<file path="src/rtl/ofdm_cp_remove.sv">
// OFDM receive cyclic-prefix removal: drops CP_LEN prefix samples per symbol and queues whole N_FFT bodies for the FFT.
// Optional macro CPRM_DROP_CNT_EN adds a saturating drop_cnt output.
module ofdm_cp_remove #(
   parameter int N_FFT      = 64,
   parameter int CP_LEN     = 16,
   parameter int FIFO_DEPTH = 128,
   parameter int DW         = 16
) (
   input  logic          clk,
   input  logic          rst_n,
   input  logic [DW-1:0] din,
   input  logic          din_vld,
   input  logic          sym_start,
   output logic [DW-1:0] dout,
   output logic          dout_vld,
   input  logic          dout_rdy,
   output logic          dout_last,
   output logic [5:0]    dout_idx,
   output logic          sym_drop,
   output logic          sync_err
`ifdef CPRM_DROP_CNT_EN
   ,
   output logic [15:0]   drop_cnt
`endif
);

   localparam int AW = $clog2(FIFO_DEPTH);
   localparam int CW = 7;
   localparam int EW = 1 + 6 + DW;
   localparam logic [CW-1:0]   LAST_CP   = CW'(CP_LEN - 1);
   localparam logic [CW-1:0]   LAST_BODY = CW'(N_FFT - 1);
   localparam logic [AW+1:0]   DEPTH_W   = (AW+2)'(FIFO_DEPTH);
   localparam logic [AW+1:0]   NFFT_W    = (AW+2)'(N_FFT);

   typedef enum logic [1:0] {IDLE = 2'd0, CP = 2'd1, DATA = 2'd2} state_t;

   state_t         state_r, state_n;
   logic [CW-1:0]  cnt_r, cnt_n;
   logic           keep_r, keep_n;
   logic           wr_vld_r, wr_vld_n;
   logic [EW-1:0]  wr_data_r, wr_data_n;
   logic           sym_drop_r, sym_drop_n;
   logic           sync_err_r, sync_err_n;

   logic [EW-1:0]  mem [FIFO_DEPTH];
   logic [AW-1:0]  wr_ptr_r, rd_ptr_r;
   logic [AW:0]    count_r;
   logic           push_s, pop_s, not_empty_s;
   logic [AW+1:0]  free_s;
   logic [EW-1:0]  head_s;

   assign not_empty_s = (count_r != {(AW+1){1'b0}});
   assign push_s      = wr_vld_r;
   assign pop_s       = not_empty_s & dout_rdy;
   // The staged write counts as occupied; a pop in this cycle counts as freed.
   assign free_s = DEPTH_W - {1'b0, count_r} - (AW+2)'(wr_vld_r) + (AW+2)'(pop_s);

   // FSM, counters, write stage and status pulses
   always_ff @(posedge clk or negedge rst_n) begin
      if (!rst_n) begin
         state_r    <= IDLE;
         cnt_r      <= {CW{1'b0}};
         keep_r     <= 1'b0;
         wr_vld_r   <= 1'b0;
         wr_data_r  <= {EW{1'b0}};
         sym_drop_r <= 1'b0;
         sync_err_r <= 1'b0;
      end else begin
         state_r    <= state_n;
         cnt_r      <= cnt_n;
         keep_r     <= keep_n;
         wr_vld_r   <= wr_vld_n;
         wr_data_r  <= wr_data_n;
         sym_drop_r <= sym_drop_n;
         sync_err_r <= sync_err_n;
      end
   end

   // Next-state: prefix skipping, body sequencing and whole-symbol admission
   always_comb begin
      state_n    = state_r;
      cnt_n      = cnt_r;
      keep_n     = keep_r;
      wr_vld_n   = 1'b0;
      wr_data_n  = wr_data_r;
      sym_drop_n = 1'b0;
      sync_err_n = 1'b0;
      case (state_r)
         IDLE: begin
            if (din_vld && sym_start) begin
               state_n = CP;
               cnt_n   = CW'(1);
            end else begin
               state_n = IDLE;
            end
         end
         CP: begin
            if (din_vld && sym_start) begin
               cnt_n = CW'(1);
            end else if (din_vld && (cnt_r == LAST_CP)) begin
               keep_n  = (free_s >= NFFT_W);
               state_n = DATA;
               cnt_n   = {CW{1'b0}};
            end else if (din_vld) begin
               cnt_n = cnt_r + CW'(1);
            end else begin
               cnt_n = cnt_r;
            end
         end
         DATA: begin
            if (din_vld) begin
               sync_err_n = sym_start;
               if (keep_r) begin
                  wr_vld_n  = 1'b1;
                  wr_data_n = {(cnt_r == LAST_BODY), cnt_r[5:0], din};
               end else begin
                  sym_drop_n = (cnt_r == {CW{1'b0}});
               end
               if (cnt_r == LAST_BODY) begin
                  state_n = CP;
                  cnt_n   = {CW{1'b0}};
               end else begin
                  cnt_n = cnt_r + CW'(1);
               end
            end else begin
               cnt_n = cnt_r;
            end
         end
         default: begin
            state_n = IDLE;
            cnt_n   = {CW{1'b0}};
         end
      endcase
   end

   // FIFO storage
   always_ff @(posedge clk) begin
      if (push_s) begin
         mem[wr_ptr_r] <= wr_data_r;
      end
   end

   // FIFO pointers and occupancy
   always_ff @(posedge clk or negedge rst_n) begin
      if (!rst_n) begin
         wr_ptr_r <= {AW{1'b0}};
         rd_ptr_r <= {AW{1'b0}};
         count_r  <= {(AW+1){1'b0}};
      end else begin
         if (push_s) wr_ptr_r <= wr_ptr_r + AW'(1);
         if (pop_s)  rd_ptr_r <= rd_ptr_r + AW'(1);
         case ({push_s, pop_s})
            2'b10:   count_r <= count_r + (AW+1)'(1);
            2'b01:   count_r <= count_r - (AW+1)'(1);
            default: count_r <= count_r;
         endcase
      end
   end

   assign head_s    = mem[rd_ptr_r];
   assign dout_vld  = not_empty_s;
   assign dout      = not_empty_s ? head_s[DW-1:0] : {DW{1'b0}};
   assign dout_idx  = not_empty_s ? head_s[DW+5:DW] : 6'd0;
   assign dout_last = not_empty_s ? head_s[EW-1] : 1'b0;
   assign sym_drop  = sym_drop_r;
   assign sync_err  = sync_err_r;

`ifdef CPRM_DROP_CNT_EN
   logic [15:0] drop_cnt_r;

   // Saturating count of discarded symbols
   always_ff @(posedge clk or negedge rst_n) begin
      if (!rst_n) begin
         drop_cnt_r <= 16'd0;
      end else if (sym_drop_n && (drop_cnt_r != 16'hFFFF)) begin
         drop_cnt_r <= drop_cnt_r + 16'd1;
      end else begin
         drop_cnt_r <= drop_cnt_r;
      end
   end

   assign drop_cnt = drop_cnt_r;
`endif

endmodule

</file>
<file path="config.mk">
export PLATFORM = sky130hd
export DESIGN_NAME = ofdm_cp_remove
export DESIGN_NICKNAME = d
export VERILOG_FILES = /design/src/rtl/ofdm_cp_remove.sv
export SDC_FILE = /design/constraint.sdc
export NUM_CORES = 2
export LEC_CHECK = 0
export ABC_AREA = 1
export BUFFER_PORTS_ARGS = -buffer_cell sky130_fd_sc_hd__clkbuf_2
export CAP_MARGIN = 20
export CORE_UTILIZATION = 30
export DETAILED_ROUTE_END_ITERATION = 8
export GPL_TIMING_DRIVEN = 0
export MAX_ROUTING_LAYER = met4
export REMOVE_ABC_BUFFERS = 1
export SYNTH_ARGS = -nofsm -noshare
export SYNTH_HDL_FRONTEND = slang
export SYNTH_SLANG_ARGS = --single-unit
export TNS_END_PERCENT = 1
</file>
<file path="constraint.sdc">
create_clock -name clk -period 8.9 [get_ports clk]
set_input_delay 2.67 -clock clk [delete_from_list [all_inputs] [get_ports clk]]
set_output_delay 2.67 -clock clk [all_outputs]
set_load 0.1 [all_outputs]
</file>
==> implementation parameters <==
Parameter                              Value

Synthesis
  Number of flip-flops and latches in the synthesized netlist ... 3002
  Register area share after synthesis ... 72.79%
  Post-synth top area share ... 71.61%
  Synth area leader ... sky130_fd_sc_hd__edfxtp_1
  Number of distinct library cells after synthesis ... 31
  Post-synth EDFFs ... 2944
  Synthesized area ... 123500 um^2
  Post-synthesis area per instance ... 11.40 um^2
  Synth Warn # ... 0
  Primary FF master, synth ... sky130_fd_sc_hd__edfxtp_1
  Number of instances in the synthesized netlist ... 10830
  Ranking of synthesized cells by area ... sky130_fd_sc_hd__edfxtp_1, sky130_fd_sc_hd__nand2_1, sky130_fd_sc_hd__nand3_1
  Share of async-settable or async-resettable flops after synthesis ... 1.932%

Run
  Total of max-cap violations ... 0

Clocking
  Number of sinks driven by the clock tree ... 3002
  Post-cts hold buffer count ... 0
  Count of H-tree levels built during CTS ... 5
  Number of clock buffers inserted by TritonCTS ... 325
  Root cell of the clock tree ... sky130_fd_sc_hd__clkbuf_16
  Max Root-Sink Buffers ... 4
  Clock latency reported for the late side of the worst-skew pair ... 0.96 ns
  CTS clock-pin slew for the worst setup and hold paths ... 0.06 ns
  Clock tree from TritonCTS ... yes

Timing
  Setup repair after global routing missed its margin ... true
  Number of failing hold endpoints at the final stage ... 0
  Final Slew Violations ... 0
  Shortest clock period the worst path allows after layout ... 8.861 ns
  Clk_skew ... 0.06874 ns
  Achievable Freq ... 0.1129 GHz
  Slew headroom ... 24.78%
  Hold slack final ... 0.5078 ns
  Worst-margin pin slew ... 1.124 ns
  Number of setup violations in the final report ... 0
  Share of the cycle needed by the critical path after routing ... 99.56%

Drt
  Total number of vias ... 80710
  Pre-Repair DR Iteration Count ... 6
  WL/cell ... 21.18 um
  Via/cell ratio ... 4.918
  Wire length after detailed routing ... 347500 um
  Post-DRT Antenna Nets ... 0
  Count of unresolved DRC violations after routing ... 0
  Violation count after the first detailed-routing iteration ... 8657

Worst setup path
  Req. time, crit path ... 6.23 ns
  Worst-case register-to-register setup slack ... 4.66 ns
  Number of cells on the worst reg-to-reg path ... 6
  Highest fanout seen on the critical path ... 79
  Endpoint of the lowest-slack register-to-register path ... mem[119][11]
  Launching point of the worst reg2reg path ... push_s
  Category of the worst setup path launch point ... flop
  Critical path endpoint category ... output pin
  Arr. time, crit path ... 6.19 ns
  Start-to-end type of the worst setup path ... flop to output pin

Finish
  Leading cell type in the layout, fill and taps excluded ... sky130_fd_sc_hd__nand2_1
  Most frequent cells in the layout ... sky130_fd_sc_hd__nand2_1, sky130_fd_sc_hd__edfxtp_1, sky130_fd_sc_hd__nand3_1
  Area growth from synthesis to layout ... 15.95%
  Fill cell count ... 39220
  Final Net Count ... 10770
  Ratio of cells with drive above 1 in the final layout ... 7.657%
  Final core utilization ... 34.95%

Power
  PwrDens ... 343.1 nW/um^2
  Leakage dissipation ... 51.52 nW
  VDD IR max ... 519.0 uV
  Power, Total ... 49.12 mW

Die
  DIE WIDTH ... 643.5 um
  Initial Utilization ... 30.14%
  Placeable core area ... 409600 um^2
  Number of I/O pins ... 47
  Number of standard-cell rows in the floorplan ... 235
  Die height ... 643.5 um
  Total Die Area ... 414100 um^2

Global route
  Largest net degree at the start of global routing ... 195
  Initial antenna violation count ... 11
  Via count of the first global-routing pass ... 74500
  Overall fraction of global-route tracks in use ... 16.69%
  Wire length of the first global-routing pass ... 504600 um
  Gr ovfl total ... 0

Place
  Routability congestion estimate from global placement ... 0.7845
  Final HPWL from detailed placement ... 188400 um
  Port Buffer Count ... 46

Hold path
  Hold Startpoint ... count_r[7]
  Cell depth of the worst hold path ... 2
  Worst min path class ... flop to flop
  Min-Delay Endpoint ... count_r[7]

Status
  Status ... finished clean
==> Yosys cell counts, types with 3 or more instances <==
| master | instances |
|---|---|
| sky130_fd_sc_hd__a21oi_1 | 46 |
| sky130_fd_sc_hd__clkbuf_1 | 282 |
| sky130_fd_sc_hd__inv_2 | 3 |
| sky130_fd_sc_hd__ha_1 | 22 |
| sky130_fd_sc_hd__buf_4 | 49 |
| sky130_fd_sc_hd__o21ai_1 | 50 |
| sky130_fd_sc_hd__nor2_1 | 962 |
| sky130_fd_sc_hd__nor3_1 | 8 |
| sky130_fd_sc_hd__buf_2 | 212 |
| sky130_fd_sc_hd__inv_1 | 505 |
| sky130_fd_sc_hd__nand3_1 | 1999 |
| sky130_fd_sc_hd__o211ai_1 | 54 |
| sky130_fd_sc_hd__buf_6 | 20 |
| sky130_fd_sc_hd__o21ai_0 | 340 |
| sky130_fd_sc_hd__nand4_1 | 3 |
| sky130_fd_sc_hd__dfrtp_1 | 58 |
| sky130_fd_sc_hd__nand2_1 | 3144 |
| sky130_fd_sc_hd__o22ai_1 | 3 |
| sky130_fd_sc_hd__edfxtp_1 | 2944 |
| sky130_fd_sc_hd__xor2_1 | 17 |
| sky130_fd_sc_hd__buf_1 | 91 |
==> worst max-delay path: stages, from the launching register on <==
cell and delay [ns]:
sky130_fd_sc_hd__dfrtp_4 0.61, sky130_fd_sc_hd__buf_16 0.25, sky130_fd_sc_hd__buf_16 0.23, sky130_fd_sc_hd__buf_16 0.26, sky130_fd_sc_hd__buf_16 0.25, sky130_fd_sc_hd__clkinv_16 0.26
sky130_fd_sc_hd__buf_16 0.28, sky130_fd_sc_hd__buf_16 0.31, sky130_fd_sc_hd__bufbuf_16 0.49, sky130_fd_sc_hd__nand2_1 0.08, sky130_fd_sc_hd__nand3_1 0.07, sky130_fd_sc_hd__nand3_1 0.10
sky130_fd_sc_hd__nand2_1 0.12, sky130_fd_sc_hd__nand2_1 0.17, sky130_fd_sc_hd__nand3_1 0.14, sky130_fd_sc_hd__nand3_1 0.16, sky130_fd_sc_hd__nand2_1 0.11, sky130_fd_sc_hd__nand2_1 0.05
sky130_fd_sc_hd__nor2_1 0.38, sky130_fd_sc_hd__clkbuf_8 0.35
==> where the power goes <==
| part | total, mW | internal, mW | switching (mW) |
|---|---|---|---|
| registers | 18.0 | 17.1 | 0.887 |
| logic | 18.2 | 4.86 | 13.3 |
| clock network | 12.9 | 7.54 | 5.39 |
==> timing repair <==
item	in CTS	in global routing
resized for setup	58	10
endpoints found under the setup margin	23	23
buffers inserted	1	1
gates cloned	9	1
==> metal layers <==
metal	track usage, %	wire [um]	share of wire, %
met1	22.60	146800	42
met2	25.66	160000	46
met3	2.286	28450	8.2
met4	5.978	12260	3.5
met5	-	0	0
==> metrics by stage <==
stage | std cells | TNS, ns | instance area, um^2 | worst slack [ns]
2_1_floorplan | 10170 | -1726.13 | 120400 | -67.77
3_3_place_gp | 15670 | -5011.94 | 127400 | -197.29
3_5_place_dp | 15830 | -10.04 | 132600 | -0.7580
4_1_cts | 16410 | -0.04896 | 143000 | -0.04896
5_1_grt | 16410 | -0.08743 | 143100 | -0.07784
6_report | 16410 | 0 | 143100 | 0.03921
==> cells by family (layout without fill, tap and decap cells) <==
logic type | after synthesis | in the layout | synth area share (%)
simple gates | 6120 | 6120 | 20.66
flops | 3002 | 3002 | 72.79
buf+inv | 1167 | 1300 | 4.054
compound gates | 494 | 494 | 2.117
fa+ha+maj | 24 | 24 | 0.2554
xor+xnor | 18 | 18 | 0.1277
other cells | 0 | 3 | 0
==> registers in the layout, indices dropped and copies added, names as in the netlist <==
signal     cells
push_s         1
sym_drop       1
sync_err       1
keep_r         1
mem         2944
wr_ptr_r       7
wr_data_r     23
cnt_r          7
state_r        2
rd_ptr_r       7
count_r        8
==> worst max-delay path by stage <==
stage	from	endpoint	slack [ns]
after floorplan	rd_ptr_r[0]	dout[1]	-67.77
after CTS	rd_ptr_r[0]	dout[11]	-0.05
after global placement	rd_ptr_r[0]	dout[14]	-197.29
after global routing	rd_ptr_r[1]	dout[12]	-0.08
final	rd_ptr_r[0]	dout_last	0.04
after detailed placement	rd_ptr_r[0]	dout_idx[4]	-0.76
==> final cells by class <==
type | count | area [um^2] | area share, %
Clock buffer | 405 | 8643 | 6.038
Antenna cell | 3 | 7.507 | 0.005244
Timing Repair inverter | 2 | 17.52 | 0.01224
Timing Repair Buffer | 224 | 4740 | 3.311
Clock inverter | 158 | 1363 | 0.9519
Inverter | 511 | 1964 | 1.372
Sequential cell | 3002 | 89960 | 62.85
Multi-Input combinational cell | 6656 | 29630 | 20.70
Tap cell | 5451 | 6820 | 4.765
(Power assumes the default switching activity.)
